<file path="config.mk">
export PLATFORM = sky130hd
export DESIGN_NAME = lc2k_lsu
export DESIGN_NICKNAME = d
export VERILOG_FILES = /design/src/rtl/lc2k_lsu_pkg.sv /design/src/rtl/lc2k_lsu_watchdog.sv /design/src/rtl/lc2k_lsu.sv
export SDC_FILE = /design/constraint.sdc
export NUM_CORES = 1
export LEC_CHECK = 0
export ABC_AREA = 1
export BUFFER_PORTS_ARGS = -buffer_cell sky130_fd_sc_hd__buf_4
export CAP_MARGIN = 20
export CORE_ASPECT_RATIO = 0.6
export CORE_MARGIN = 2
export CORE_UTILIZATION = 29
export CTS_CLUSTER_SIZE = 25
export DETAILED_ROUTE_END_ITERATION = 16
export PLACE_DENSITY = 0.55
export SYNTH_ARGS = -nofsm -noshare
export SYNTH_HDL_FRONTEND = slang
export SYNTH_SLANG_ARGS = --single-unit
</file>
<file path="constraint.sdc">
create_clock -name clk -period 2.5 [get_ports clk]
set_input_delay 0.125 -clock clk [delete_from_list [all_inputs] [get_ports clk]]
set_output_delay 0.125 -clock clk [all_outputs]
set_load 0.02 [all_outputs]
</file>
<file path="src/rtl/lc2k_lsu_pkg.sv">
// Shared types and default parameters for the LC2K load/store initiator.
package lc2k_lsu_pkg;

    localparam int ADDR_W_DEF         = 6;
    localparam int DATA_W_DEF         = 32;
    localparam int TIMEOUT_CYCLES_DEF = 255;

    typedef enum logic [1:0] {
        ST_IDLE = 2'd0,
        ST_REQ  = 2'd1,
        ST_WAIT = 2'd2,
        ST_RESP = 2'd3
    } state_e;

endpackage

</file>
<file path="src/rtl/lc2k_lsu_watchdog.sv">
// Cycle counter that flags a stuck memory access; used only when LC2K_LSU_TIMEOUT_EN is defined.
module lc2k_lsu_watchdog
    import lc2k_lsu_pkg::*;
#(
    parameter int TIMEOUT_CYCLES = TIMEOUT_CYCLES_DEF
) (
    input  logic clk,
    input  logic rst_n,
    input  logic clear,
    input  logic enable,
    output logic expired
);

    localparam int CNT_W = ($clog2(TIMEOUT_CYCLES + 1) > 8) ? $clog2(TIMEOUT_CYCLES + 1) : 8;

    logic [CNT_W-1:0] count;

    // NOTE: sequential state is written with <= so every register samples pre-edge values.
    always_ff @(posedge clk or negedge rst_n) begin
        if (!rst_n) begin
            count <= '0;
        end else if (clear) begin
            count <= '0;
        end else if (enable && !expired) begin
            count <= count + CNT_W'(1);
        end
    end

    assign expired = (count == CNT_W'(TIMEOUT_CYCLES));

endmodule

</file>
<file path="src/rtl/lc2k_lsu.sv">
// LC2K load/store initiator: one lw/sw at a time over a req/gnt/rvalid memory handshake.
// Optional watchdog enabled by defining LC2K_LSU_TIMEOUT_EN.
module lc2k_lsu
    import lc2k_lsu_pkg::*;
#(
    parameter int ADDR_W         = ADDR_W_DEF,
    parameter int DATA_W         = DATA_W_DEF,
    parameter int TIMEOUT_CYCLES = TIMEOUT_CYCLES_DEF
) (
    input  logic              clk,
    input  logic              rst_n,
    input  logic              cpu_valid,
    input  logic              cpu_write,
    input  logic [31:0]       cpu_addr,
    input  logic [DATA_W-1:0] cpu_wdata,
    output logic              cpu_stall,
    output logic              cpu_done,
    output logic [DATA_W-1:0] cpu_rdata,
    output logic              cpu_err,
    output logic              mem_req,
    output logic              mem_we,
    output logic [ADDR_W-1:0] mem_addr,
    output logic [DATA_W-1:0] mem_wdata,
    input  logic              mem_gnt,
    input  logic              mem_rvalid,
    input  logic [DATA_W-1:0] mem_rdata
);

    state_e            state;
    state_e            state_nx;
    logic              we_q;
    logic [ADDR_W-1:0] addr_q;
    logic [DATA_W-1:0] wdata_q;
    logic [DATA_W-1:0] rdata_q;
    logic              err_q;

    logic range_bad;
    logic in_flight;
    logic complete;
    logic timeout;
    logic expire;

    assign range_bad = |cpu_addr[31:ADDR_W];
    assign in_flight = (state == ST_REQ) || (state == ST_WAIT);

    // A response only counts once the request has been granted.
    assign complete = ((state == ST_REQ) && mem_gnt && mem_rvalid) ||
                      ((state == ST_WAIT) && mem_rvalid);

`ifdef LC2K_LSU_TIMEOUT_EN
    lc2k_lsu_watchdog #(
        .TIMEOUT_CYCLES(TIMEOUT_CYCLES)
    ) u_watchdog (
        .clk    (clk),
        .rst_n  (rst_n),
        .clear  (state == ST_IDLE),
        .enable (in_flight),
        .expired(timeout)
    );
`else
    assign timeout = 1'b0;
`endif

    assign expire = in_flight && timeout && !complete;

    // NOTE: assign a default first so no path through the case leaves state_nx unassigned (latch).
    always_comb begin
        state_nx = state;
        case (state)
            ST_IDLE: if (cpu_valid) state_nx = range_bad ? ST_RESP : ST_REQ;
            ST_REQ: begin
                if (complete || expire) state_nx = ST_RESP;
                else if (mem_gnt)       state_nx = ST_WAIT;
            end
            ST_WAIT: if (complete || expire) state_nx = ST_RESP;
            ST_RESP: state_nx = ST_IDLE;
            default: state_nx = ST_IDLE;
        endcase
    end

    always_ff @(posedge clk or negedge rst_n) begin
        if (!rst_n) begin
            state   <= ST_IDLE;
            we_q    <= 1'b0;
            addr_q  <= '0;
            wdata_q <= '0;
            rdata_q <= '0;
            err_q   <= 1'b0;
        end else begin
            state <= state_nx;
            if (state == ST_IDLE && cpu_valid) begin
                we_q    <= cpu_write;
                addr_q  <= cpu_addr[ADDR_W-1:0];
                wdata_q <= cpu_wdata;
                rdata_q <= '0;
                err_q   <= range_bad;
            end else if (complete) begin
                rdata_q <= we_q ? '0 : mem_rdata;
            end else if (expire) begin
                rdata_q <= '0;
                err_q   <= 1'b1;
            end
        end
    end

    assign mem_req   = (state == ST_REQ);
    assign mem_we    = we_q;
    assign mem_addr  = addr_q;
    assign mem_wdata = wdata_q;

    assign cpu_done  = (state == ST_RESP);
    assign cpu_rdata = cpu_done ? rdata_q : '0;
    assign cpu_err   = cpu_done & err_q;
    assign cpu_stall = cpu_valid & ~cpu_done;

endmodule
</file>
Word-level counts from Yosys, hierarchy flattened
Cells that the tools add are included.

operators by class
  multiplexer cells = 10
  bitwise gates (word level) = 3
  eq/ne operators = 6
  reduce and logical (&&, ||, !) cells = 9

operators by type and width
  cell                number
  $mux 32             4
  $reduce_or 26->1    1
  $mux 2              5
  $pmux 2 s4          1
  $eq 2x2->1 const B  2
  $logic_and 1x1->1   4
  $ne 2x2->1 const B  2
  $ne 3x1->1 const B  1
  $reduce_and 3->1    1
  $and 1x1->1         2
  $eq 2x1->1 const B  1
  $logic_not 2->1     1
  $reduce_bool 2->1   1
  $logic_or 1x1->1    1
  $not 1->1           1

storage, ports and cells
  register bits after elaboration = 74
  word-level logic and storage cells = 34

Depth between registers and ports, before layout
  word-level depth = 6
  gate-level depth with buffers = 10
  mapped depth without buffers = 10

Worst setup path before layout
OpenSTA, ideal clock, no wires.

  path type = reg2reg
  start point = reg state[1]
  end point = reg state[0]
  required time = 2371 ps
  clock period less this slack = 1534 ps
  cell stages (with the launch flop) = 10
  setup slack = 966 ps
  data arrival time = 1405 ps
  path through = dfrtp_1 > inv_1 > ha_1 > nand2_1 > nand2_1 > nand2_1 > nand2_1 > nand2_1 > o21ai_0 > o21ai_0

between the ends
  cells in the longest elaborated chain, start to end = 6
  elaborated cells on any way between the ends = 14
  those cells by class = eq/ne: 6; mux: 2; reduce/logical: 6

RTL lines
  item                                            line            text
  start, declared                                 lc2k_lsu.sv:29  state_e state;
  start signal, assigned                          lc2k_lsu.sv:90  state <= state_nx;
  $eq 2x1->1 (*)                                  n/a
  via mem_req                                     lc2k_lsu.sv:20  output logic mem_req,
  $logic_and 1x1->1 (2 in series)                 lc2k_lsu.sv:47  assign complete = ((state == ST_REQ) && mem_gnt && mem_rvalid) ||
  $logic_or 1x1->1                                lc2k_lsu.sv:47
  $mux 2, or another cell as far along            lc2k_lsu.sv:72  if (complete || expire) state_nx = ST_RESP;
  $pmux 2 s4 or $reduce_and 3->1 (tied branches)  n/a

The timed path passes the listed nets; every way through them passes the cells marked *.
A chain may end at the register's enable or synchronous reset.

Final worst setup path
  start point = reg state[1]
  end point = reg wdata_q[8] (netlist: mem_wdata[8])

between the ends
  cells in the longest elaborated chain, start to end = 2

RTL lines
  item                  line            text
  $logic_not 2->1       lc2k_lsu.sv:91  if (state == ST_IDLE && cpu_valid) begin
  $logic_and 1x1->1     lc2k_lsu.sv:91
  end signal, assigned  lc2k_lsu.sv:94  wdata_q <= cpu_wdata;
  end, declared         lc2k_lsu.sv:33  logic [DATA_W-1:0] wdata_q;

No other way between the ends.

==> impl_summary.log <==
[metrics] outcome: complete, no violations
[metrics] maximum number of pins on one net before global-route repair: 75
[metrics] kind of cell adding the most delay to the critical path: buffers and inverters
[metrics] Iteration-0 DRC Markers: between 90 and 100
[metrics] setup TNS: 0 ps
[metrics] Leakage: ~3.3 nW
[metrics] Floorplan Core Area: approximately 0.012 mm^2
[metrics] number of cells produced by synthesis: between 400 and 500
[metrics] clock sink count: 74
[metrics] number of nets in the final layout: around 750
[metrics] required time of the worst setup path: approximately 2800 ps
[metrics] per-instance average area after synthesis: 8.12 um^2
[metrics] post-synthesis cell type with the largest combined area: sky130_fd_sc_hd__dfrtp_1
[metrics] crit-path most repeated cell: sky130_fd_sc_hd__nand2_1
[metrics] number of antenna violations at the first check in global routing: 0
[metrics] top cells by area, synth: sky130_fd_sc_hd__dfrtp_1 (53%), sky130_fd_sc_hd__nand2_1 (18%), sky130_fd_sc_hd__inv_1 (7.5%)
[metrics] synthesis-to-finish area growth: 63.0%
[metrics] cell with the largest stage delay on the worst path: sky130_fd_sc_hd__dfrtp_1
[metrics] slew at the pin closest to its max-slew limit: ~940 ps
[metrics] worst min path class: input pin to flip-flop
[metrics] critical path data arrival time: between 2000 and 2500 ps
[metrics] DRC violations left: 0
[metrics] total buffers and inverters traversed by the critical path: 3
[metrics] final total power: between 6 and 7 mW
[metrics] top library cells by usage in the layout, fill and taps aside: sky130_fd_sc_hd__buf_4 (183), sky130_fd_sc_hd__nand2_1 (164), sky130_fd_sc_hd__dfrtp_1 (74)
[metrics] maximum vdd drop: 616 uV
[metrics] Post-DP HPWL: between 7000 and 8000 um
[metrics] post-synth design cell area: approximately 0.0035 mm^2
[metrics] gr ovfl total: 0
[metrics] detailed-route wire length per cell: approximately 12 um
[metrics] Final Routed Wirelength: around 10000 um
[metrics] vertical extent of the die: ~90 um
[metrics] Total Routing Usage GR: 0.160
[metrics] number of fill cells: 1180
[metrics] flop and latch count out of synthesis: 74
[metrics] die outline area: around 0.013 mm^2
[metrics] portion of the post-synthesis area used by sequential elements: 0.529
[metrics] clock buffers created by TritonCTS: 9
[metrics] first-pass GRT wire length: around 16000 um
[metrics] # setup viols final: 0
[metrics] register area: around 0.0019 mm^2
[metrics] # diodes: 0
[metrics] Clock Skew: 5.23 ps
[metrics] count of boundary I/O pins: between 150 and 200
[metrics] total nets after synthesis: 538
[metrics] post-CTS resize count: 0
[metrics] routed vias/inst: between 4 and 5
[metrics] number of detailed-route iterations in the first pass: 4
[metrics] clock tree from TritonCTS: built
[metrics] H-tree level count: 3
[metrics] Slew HR: 0.371
[metrics] fraction of synthesized cell area taken by the top area cell type: 0.529
[metrics] worst r2r src: state[1]$_DFFE_PN0P_
[metrics] critical path type: flip-flop to flip-flop
[metrics] effective utilization at floorplan: 0.294
[metrics] fraction of final layout cells sized beyond drive strength 1: 0.357
[metrics] final hold viol count: 0
[metrics] Critical Path Start: state[1]$_DFFE_PN0P_
[metrics] cell row count: 31
[metrics] chain of cells forming the critical path: inv_1 -> ha_1 -> nand2_4 -> inv_2 -> buf_4 -> nand2_1 -> nand2_1
[metrics] setup repair after global routing missed its margin: no
[metrics] CTS clk-pin slew, worst paths: ~60 ps
[metrics] number of buffers added on ports: 176
[metrics] max-slew violation count: 0
[metrics] CP Max Fanout: 39
[metrics] Final GP Congestion: between 0.7 and 0.8
[metrics] Clock Path Buffers: 2
[metrics] pwr dens: 1090 mW/mm^2
[metrics] die width: 146 um
[metrics] reported max-cap violation count: 0
[metrics] Final Critical Period: 1750 ps
[metrics] combined area of the multi-input logic cells: ~0.0013 mm^2
[metrics] highest clock frequency the design can meet: approximately 570 MHz
[metrics] Cell variety after synth: 18
[metrics] clk root buf: sky130_fd_sc_hd__clkbuf_16
[metrics] kind of launch point of the worst setup path: flip-flop
[metrics] startpoint of the lowest-slack hold path: cpu_write
[metrics] count of synthesis-stage warnings from yosys: 0
[metrics] via count of the first global-routing pass: 3427
[metrics] post-route antenna net violation count: 0
[metrics] most frequent standard cell in the layout excluding fill and tap cells: sky130_fd_sc_hd__buf_4
[metrics] final cycle utilization of the critical path: 0.701
[metrics] via count of the routed design: about 3300
[metrics] sort of element at the end of the critical path: flip-flop
[metrics] clock latency on the worst-skew pair: 330 ps
[metrics] crit-path max cell delay: approximately 430 ps
kinds of logic (layout without fill, tap and decap cells):
family | Yosys count | count (layout) | share of synthesized area
DFF | 74 | 74 | 0.529
buffers and inverters | 92 | 310 | 0.110
AOI/OAI and AO/OA | 36 | 36 | 0.0836
adders and majority gates | 5 | 5 | 0.0179
and+or+nand+nor | 224 | 224 | 0.259
repair_timing:
action                                 CTS  global route
setup buffers                            0             0
hold buffers                            39             0
setup endpoints to repair                0             0
endpoints found under the hold margin  112             0
synthesized netlist by cell type:
| library cell | instances |
|---|---|
| sky130_fd_sc_hd__buf_4 | 2 |
| sky130_fd_sc_hd__inv_1 | 70 |
| sky130_fd_sc_hd__dfrtp_1 | 74 |
| sky130_fd_sc_hd__nand3_2 | 1 |
| sky130_fd_sc_hd__nand2_4 | 1 |
| sky130_fd_sc_hd__ha_1 | 5 |
| sky130_fd_sc_hd__buf_6 | 3 |
| sky130_fd_sc_hd__o21ai_0 | 5 |
| sky130_fd_sc_hd__o21ai_2 | 30 |
| sky130_fd_sc_hd__nor2_1 | 22 |
| sky130_fd_sc_hd__nand3_1 | 34 |
| sky130_fd_sc_hd__inv_2 | 1 |
| sky130_fd_sc_hd__nor2_4 | 1 |
| sky130_fd_sc_hd__clkbuf_1 | 7 |
| sky130_fd_sc_hd__a21oi_1 | 1 |
| sky130_fd_sc_hd__buf_2 | 9 |
| sky130_fd_sc_hd__nand4_1 | 1 |
| sky130_fd_sc_hd__nand2_1 | 164 |
flip-flops by register name, indices dropped and copies added (netlist names):
| register | flops |
|---|---|
| mem_we | 1 |
| mem_wdata | 32 |
| rdata_q | 32 |
| err_q | 1 |
| mem_addr | 6 |
| state | 2 |
final timing paths:
path | slack (ps) | end | cells after the start
hold reg to reg | 480 | mem_wdata[22]$_DFFE_PN0P_ | 2
min in group asynchronous | 500 | rdata_q[6]$_DFFE_PN0P_ | 2
setup reg to reg | 750 | mem_wdata[8]$_DFFE_PN0P_ | 7
setup / recovery | 750 | mem_wdata[8]$_DFFE_PN0P_ | 7
hold / removal | 30 | mem_we$_DFFE_PN0P_ | 3
max in group asynchronous | 1370 | mem_we$_DFFE_PN0P_ | 2
power breakdown:
part	switching [mW]	total [mW]	leakage, nW	internal [mW]
Sequential	0.328	2.09	0.956	1.76
Combinational	1.56	2.67	2.22	1.12
Clock	0.475	1.45	0.160	0.973
Total	2.36	6.21	3.33	3.85
per-stage QoR:
stage	setup slack, ps	hold WS, ps	instances	cell area (um^2)	utilization
CTS	719	25.4	814	5710	0.479
floorplan	966	-171	431	3500	-
global placement	847	318	759	4980	0.418
global route	614	31.5	814	5710	0.479
detailed placement	739	324	759	4980	0.418
finish	747	32.9	814	5710	0.479
worst reg2reg max path: cells and delay by family, from the launching register on:
| family | cells | cell delay [ps] |
|---|---|---|
| adders and majority gates | 1 | 230 |
| and+or+nand+nor | 3 | 410 |
| buffers and inverters | 3 | 630 |
| DFF | 1 | 430 |
layer usage:
| layer | part of all wire | track usage | up-vias |
|---|---|---|---|
| met5 | 0 | 0 | - |
| met4 | 0.0078 | 0.0455 | 0 |
| met3 | 0.084 | 0.0648 | 12 |
| met2 | 0.43 | 0.247 | 119 |
| met1 | 0.48 | 0.210 | 1485 |
| li1 | - | - | 1711 |
final cells by class:
class / instances / area share
Clock buffer: 11 / 0.0408
Clock inverter: 5 / 0.0180
Inverter: 71 / 0.0467
Multi-Input combinational cell: 265 / 0.221
Sequential cell: 74 / 0.324
Tap cell: 165 / 0.0362
Timing Repair Buffer: 223 / 0.313
(Power assumes the default switching activity.)
